[src/rtl/fifo_rd_packer.sv]
// fifo_rd_packer: read-side consumer of the 8-bit async FIFO (rclk domain).
// It pops bytes from a first-word-fall-through FIFO and packs PACK of them into
// one wide word. The first byte popped goes into the least-significant lane.
// The word is presented on a valid/ready port. A flush pulse closes out a
// partially filled word.
//
// Ports:
//   rclk, rrst_n  read clock, asynchronous active-low reset
//   rempty, rdata FIFO empty flag and read data (valid while rempty=0)
//   rinc          FIFO pop, combinational; one byte per rclk edge with rinc=1
//   flush         single-cycle request to emit the partial word
//   out_valid     output word valid (registered)
//   out_ready     downstream accept
//   out_data      packed word; byte k in bits [k*DSIZE +: DSIZE]
//   out_bytes     number of valid byte lanes in out_data (1..PACK)
//   busy          a partial word is held or a flush is pending
//   words_out     count of completed output handshakes (wraps)
module fifo_rd_packer #(
    parameter int unsigned DSIZE = 8,
    parameter int unsigned PACK  = 4,
    parameter int unsigned CW    = 16,
    localparam int unsigned BW   = $clog2(PACK + 1)
) (
    input  logic                  rclk,
    input  logic                  rrst_n,
    input  logic                  rempty,
    input  logic [DSIZE-1:0]      rdata,
    output logic                  rinc,
    input  logic                  flush,
    output logic                  out_valid,
    input  logic                  out_ready,
    output logic [DSIZE*PACK-1:0] out_data,
    output logic [BW-1:0]         out_bytes,
    output logic                  busy,
    output logic [CW-1:0]         words_out
);

    localparam int unsigned IW = $clog2(PACK);

    // StFlush is the flush_pend=1 state.
    typedef enum logic {StFill, StFlush} state_e;

    state_e                  state;
    logic [IW-1:0]           idx;
    logic [DSIZE*PACK-1:0]   acc;
    logic                    can_out;
    logic                    last;

    // Output register is free, or is being emptied on this edge.
    assign can_out = !out_valid || out_ready;
    assign last    = (idx == IW'(PACK - 1));

    // The last byte of a word may only be popped when the output register can take it.
    assign rinc = rrst_n && (state == StFill) && !rempty && (!last || can_out);

    assign busy = (idx != '0) || (state == StFlush);

    always_ff @(posedge rclk or negedge rrst_n) begin
        if (!rrst_n) begin
            state     <= StFill;
            idx       <= '0;
            acc       <= '0;
            out_valid <= 1'b0;
            out_data  <= '0;
            out_bytes <= '0;
            words_out <= '0;
        end else begin
            if (out_valid && out_ready) begin
                words_out <= words_out + CW'(1);
                out_valid <= 1'b0;
            end
            // Loads below override the out_valid clear, giving zero-bubble turnover.
            unique case (state)
                StFill: begin
                    if (rinc) begin
                        if (last) begin
                            out_data  <= {rdata, acc[DSIZE*(PACK-1)-1:0]};
                            out_bytes <= BW'(PACK);
                            out_valid <= 1'b1;
                            idx       <= '0;
                            acc       <= '0;
                        end else begin
                            acc[DSIZE*idx +: DSIZE] <= rdata;
                            idx                     <= idx + IW'(1);
                        end
                    end
                    // A pop on the flush edge still lands in the word being flushed.
                    if (flush) begin
                        state <= StFlush;
                    end
                end
                StFlush: begin
                    if (can_out) begin
                        if (idx != '0) begin
                            out_data  <= acc;
                            out_bytes <= BW'(idx);
                            out_valid <= 1'b1;
                            idx       <= '0;
                            acc       <= '0;
                        end
                        state <= StFill;
                    end
                end
                default: state <= StFill;
            endcase
        end
    end

endmodule
[config.mk]
export PLATFORM = sky130hd
export DESIGN_NAME = fifo_rd_packer
export DESIGN_NICKNAME = d
export VERILOG_FILES = /design/src/rtl/fifo_rd_packer.sv
export SDC_FILE = /design/constraint.sdc
export NUM_CORES = 1
export LEC_CHECK = 0
export ABC_AREA = 1
export ABC_CLOCK_PERIOD_IN_PS = 1600
export CORE_UTILIZATION = 45
export CTS_BUF_LIST = sky130_fd_sc_hd__clkbuf_8
export DETAILED_ROUTE_END_ITERATION = 10
export PLACE_DENSITY_LB_ADDON = 0.15
export REMOVE_ABC_BUFFERS = 1
export SLEW_MARGIN = 20
export SYNTH_ARGS = -nofsm -noshare
export SYNTH_HDL_FRONTEND = slang
export SYNTH_SLANG_ARGS = --single-unit
[constraint.sdc]
create_clock -name rclk -period 1.6 [get_ports rclk]
set_clock_uncertainty 0.1 [all_clocks]
set_input_delay 0.32 -clock rclk [delete_from_list [all_inputs] [get_ports rclk]]
set_output_delay 0.32 -clock rclk [all_outputs]
set_load 0.03 [all_outputs]
Yosys cells after proc, flatten, opt, wreduce, memory -nomap -nowiden

Cells that the tools add are included.
W data, S select, Z words.

Shifts and indexed selects: 2
Eq/ne operators: 5
Bitwise operators: 1
Add/sub/neg operators: 3
Mux-type cells: 30
Reduce and logical (&&, ||, !) cells: 13

Operators with widths:

| cell                      | count |
|---|---|
| $mux W32                  | 8 |
| $pmux W32 S2              | 2 |
| $neg A5 Y34               | 1 |
| $shift A8 B34 Y32 const A | 1 |
| $shiftx A8 B34 Y32        | 1 |
| $bwmux W32                | 1 |
| $add A16 B1 Y16 const B   | 1 |
| $mux W3                   | 4 |
| $mux W2                   | 4 |
| $mux W1                   | 7 |
| $pmux W3 S2               | 1 |
| $logic_and A1 B1 Y1       | 4 |
| $ne A2 B1 Y1 const B      | 2 |
| $ne A2 B2 Y1 const B      | 2 |
| $pmux W1 S2               | 2 |
| $pmux W2 S2               | 1 |
| $reduce_and A4 Y1         | 1 |
| $logic_not A1 Y1          | 3 |
| $logic_or A1 B1 Y1        | 3 |
| $reduce_and A3 Y1         | 1 |
| $add A2 B1 Y2 const B     | 1 |
| $eq A2 B2 Y1 const B      | 1 |
| $reduce_bool A2 Y1        | 1 |
| $not A1 Y1                | 1 |

Logic and storage cells: 61
Register bits: 87

Longest topological paths before layout

Depth after elaboration: 6
Gate-level depth with buffers: 9
Mapped depth without buffers: 9

Least setup slack after synthesis

OpenSTA, ideal clock, no wires.

Kind: flip-flop to flip-flop
From: register words_out[0]
To: register words_out[14]
Setup time: 0.113 ns
Arrival time: 1.468 ns
Slack: -0.081 ns
Cell stages (with the launch flop): 9
Cell sequence: dfrtp_1 > ha_1 > nand2_1 > nor2_1 > nand2_1 > nor2_1 > nand3_1 > nand2_1 > inv_1

Cells in the longest elaborated chain, start to end: 1

RTL lines:

| what                   | RTL line | text |
|---|---|---|
| start, declared        | 35       | `output logic [CW-1:0] words_out` |
| start signal, assigned | 69       | `words_out <= words_out + CW'(1);` |
| $add A16 B1 Y16        | 69       |  |

Every way passes these cells.
A chain may end at the register's enable or synchronous reset.

Worst setup path after layout

From: register state
To: register acc[22]

Cells in the longest elaborated chain, start to end: 6
Elaborated cells on any way between the ends: 9

RTL lines:

| what                             | RTL line | text |
|---|---|---|
| start, declared                  | 43       | `state_e state;` |
| start signal, assigned           | 60       | `state <= StFill;` |
| start signal, assigned           | 89       | `state <= StFlush;` |
| start signal, assigned           | 101      | `state <= StFill;` |
| $not A1 Y1                       | -        |  |
| $logic_and A1 B1 Y1 (3 in a row) | 54       | `assign rinc = rrst_n && (state == StFill) && !rempty && (!last \|\| can_out);` |
| $ne A2 B2 Y1 (no line)           | -        |  |
| $reduce_and A3 Y1 (no line)      | -        |  |
| end signal, assigned by index    | 83       | `acc[DSIZE*idx +: DSIZE] <= rdata;` |
| end, declared                    | 45       | `logic [DSIZE*PACK-1:0] acc;` |

Several ways; a longest one is shown, not always the timed one.

==> run summary <==
The tools report the total global-route track usage as 0.2895. For this run, the leading register cell type out of synthesis is dfrtp_1. Worst reg2reg path startpoint: state$_DFF_PN0_.

In this run the power density over the cells is 1586 nW/um2. The number of global-route vias before repair was 4194; the warning count from the yosys run was 0. The fraction of final layout cells with drive strength greater than 1 works out to 0.3924. TritonCTS built the clock tree. Setup violations remaining at the end of the flow were counted as 72.

The relative slew slack was 0.3914. Entering global routing, the biggest net connects 73 pins. The top-level port count is 67, and the setup slack on the worst flop-to-flop path is -0.37 ns.

Based on the critical path, the design can be clocked at up to 508.5 MHz. The kind of capture point of the worst setup path is a flop. The logs give 0 for the total congestion overflow and 0 for the final antenna-violating net count. Measured along the x axis, the die boundary spans 98.76 um. The worst path in the final design needs a cycle of 1.966 ns, including I/O delays and setup. Ranked by total cell area, the synthesized netlist is headed by dfrtp_1, nand2_1, nand4_1, nor2_1, nand3_1.

The first global-routing pass estimated 21.68 mm of wire. For the count of filler cells inserted in the layout, the log shows 577. The floorplan step defined a die boundary enclosing 9753 um2. The run gives 3 as the H-tree level count. The worst-case IR drop observed on VDD is 1017 uV.

Data arrives at the worst endpoint at 2.17 ns. The tool flagged a number of max-cap violations equal to 0. The final max-slew violation count came out at 0. The worst hold-check path type was in -> async.

The later pin in the worst-skew pair is clocked with a latency of 0.37 ns. In the final design database the tool counted 675 nets. The initial antenna violation count is 0, and the mapped cell area is 4213 um2. The DRC violation count after routing is 0, and the post-synthesis async set-or-reset flop share is 1.000. By startpoint and endpoint, the worst setup path is classified as reg -> reg. The first detailed-routing pass took 5 iterations. Once detailed placement completed, the half-perimeter wirelength came to 7.313 mm. Along the worst path, the maximum fanout reaches 8. The static leakage power was 3.412 nW; the vertical die dimension was 98.76 um.

The tools report the starting density of the core as 0.4738. Sorting the synthesized cells by how often they occur yields nand2_1, dfrtp_1, nand4_1. Summed over all instances, the cell type with the most area after synthesis is dfrtp_1. The critical path ends at acc[22]$_DFFE_PN0P_. The detail-routed via count per cell works out to 5.616. The detailed router placed 4313 vias in this run. Clock tree synthesis found a total of 87 sinks.

The total area inside the core boundary comes to 8891 um2. The final period utilization was 1.229; the iteration-0 DRC count of the detailed router was 241. The smallest setup slack after layout was -0.3665 ns; the register bit total from synthesis was 87. The maximum clock insertion buffer count came out at 2. For the worst setup path, the data required time is 1.80 ns. During placement, the flow inserted port buffers numbering 66. Excluding fillers, the count of instances in the completed layout stands at 768. The tools report the post-route core utilization as 0.7537. Summed over all layers, the routed wires come to 14.06 mm.

For the pin with the worst max-slew slack, the measured transition is 0.9128 ns. Wire length per cell after detailed routing: 18.30 um. The run finished, with violations left.

The final reports fail on negative setup slack. The number of enable flip-flop cells after synthesis works out to 0. The logs give 711 for the instance count after placement with tap cells included and 9 for the number of buffers created by CTS. Setup repair after global routing could not meet its margin everywhere.

The endpoint identified for the worst register-to-register timing path is acc[22]$_DFFE_PN0P_. In this run the worst setup path begins at state$_DFF_PN0_. The area added between synthesis and finish was 59.07%; the total number of placement rows was 34. The clock transition at the registers of the reported paths is 0.10 ns. The fraction of the yosys area taken by sequential cells was 0.5168; the overall power consumption was 10.63 mW. In this run, distinct cell masters in the synthesized netlist total 24.

0 antenna diodes ended up in the layout. The post-synthesis area per instance works out to 8.293 um2. The worst setup path is launched from a flop. The number of endpoints with negative hold slack in the final report is 0. The CTS root buffer was clkbuf_8. The congestion estimate from routability-driven global placement came to 0.8608.

The worst reg-to-reg path cell count came out at 9. The share of Yosys cell area claimed by the top area cell type came out at 0.5168. The most common cell in the synthesized netlist is nand2_1. Counting every instance in the synthesized netlist gives 508.
-- worst min path at each step --
stage | startpoint | to | slack [ns]
6_report | rrst_n | words_out[12]$_DFFE_PN0P_ | 0.13
5_1_grt | rrst_n | words_out[12]$_DFFE_PN0P_ | 0.20
4_1_cts | rrst_n | words_out[12]$_DFFE_PN0P_ | 0.15
3_5_place_dp | rrst_n | state$_DFF_PN0_ | 0.31
3_3_place_gp | rrst_n | state$_DFF_PN0_ | 0.32
2_1_floorplan | rrst_n | acc[0]$_DFFE_PN0P_ | -0.08
-- kinds of logic (layout without fill, tap and decap cells) --
kind of cell	after synthesis	count (layout)	share of synthesized area
AOI/OAI and AO/OA	12	12	0.01425
adders and majority gates	7	7	0.02079
buffers and inverters	54	203	0.06326
DFF	87	87	0.5168
and+or+nand+nor	336	339	0.3594
muxes	1	1	0.002673
xor gates and xnor gates	11	11	0.02287
-- registers in the layout (all words and copies together) (netlist names) --
signal	count
out_bytes	3
out_valid	1
words_out	16
state	1
out_data	32
idx	2
acc	32
-- where the power goes --
part	total, mW	internal [mW]	switching, mW
sequential	3.05	2.65	0.396
clock	1.86	1.03	0.831
combinational	5.72	2.49	3.23
total	10.6	6.18	4.45
-- timing repair --
| action | 4_1_cts | 5_1_grt |
|---|---|---|
| hold buffers | 1 | 0 |
| gates resized for setup | 162 | 148 |
| setup buffers | 24 | 11 |
| gates cloned | 15 | 2 |
| pin swaps | 68 | 48 |
| endpoints found under the hold margin | 15 | 0 |
| endpoints found under the setup margin | 123 | 91 |
-- layout make-up --
class                           instances  area, um2  area share
Clock buffer                            9      123.9     0.01848
Clock inverter                          7      113.9     0.01699
Inverter                               26      108.9     0.01624
Multi-Input combinational cell        370       2326      0.3471
Sequential cell                        87       2182      0.3256
Tap cell                              108      135.1     0.02016
Timing Repair Buffer                  159       1699      0.2535
Timing Repair inverter                  2      12.51    0.001867
-- cell usage in the layout (no fill, tap or decap), types with 4 or more instances in the layout --
cell             synthesis  final
nand2_1                187    115
dfrtp_1                 87     83
nand4_1                 56     56
nand2_2                  0     52
buf_4                    7     50
nor2_1                  46     27
dlygate4sd2_1            0     27
nand3_1                 33     22
inv_1                   24     21
nand2_4                  0     18
buf_6                    3     18
buf_12                   0     14
clkbuf_2                 0     13
nor2_4                   1     12
clkdlybuf4s50_1          0     11
nand3_2                  3     10
clkdlybuf4s15_1          0     10
clkbuf_8                 0      9
nor2_2                   0      8
o21ai_0                 11      8
buf_16                   0      7
or2_4                    0      6
nand3_4                  2      6
xnor2_1                  6      6
buf_8                    0      6
xor2_1                   5      5
dfrtp_2                  0      4
-- stage by stage --
step           hold slack, ns  instance area (um2)  setup slack (ns)  TNS (ns)
4_1_cts                0.1471                 6422           -0.3118    -16.41
6_report               0.1320                 6701           -0.3665    -20.19
3_3_place_gp           0.3168                 5358           -0.5746    -34.21
5_1_grt                0.1996                 6701           -0.4490    -24.10
3_5_place_dp           0.3133                 5358           -0.6785    -38.00
2_1_floorplan        -0.07559                 4044            -1.494    -87.81
-- critical path, cell delays in order, from the launching register on --
cell,delay [ns]
dfrtp_2,0.44
buf_4,0.18
buf_4,0.16
nor2_4,0.20
buf_6,0.13
nand4_1,0.13
buf_6,0.21
nor2_1,0.16
nand3_1,0.11
nand2_1,0.09
-- per-layer routing --
metal	wire (um)	global-route usage
met5	0	0
met4	486	0.1378
met3	750	0.03617
met2	7070	0.4911
met1	5749	0.3690
(Power assumes the default switching activity.)
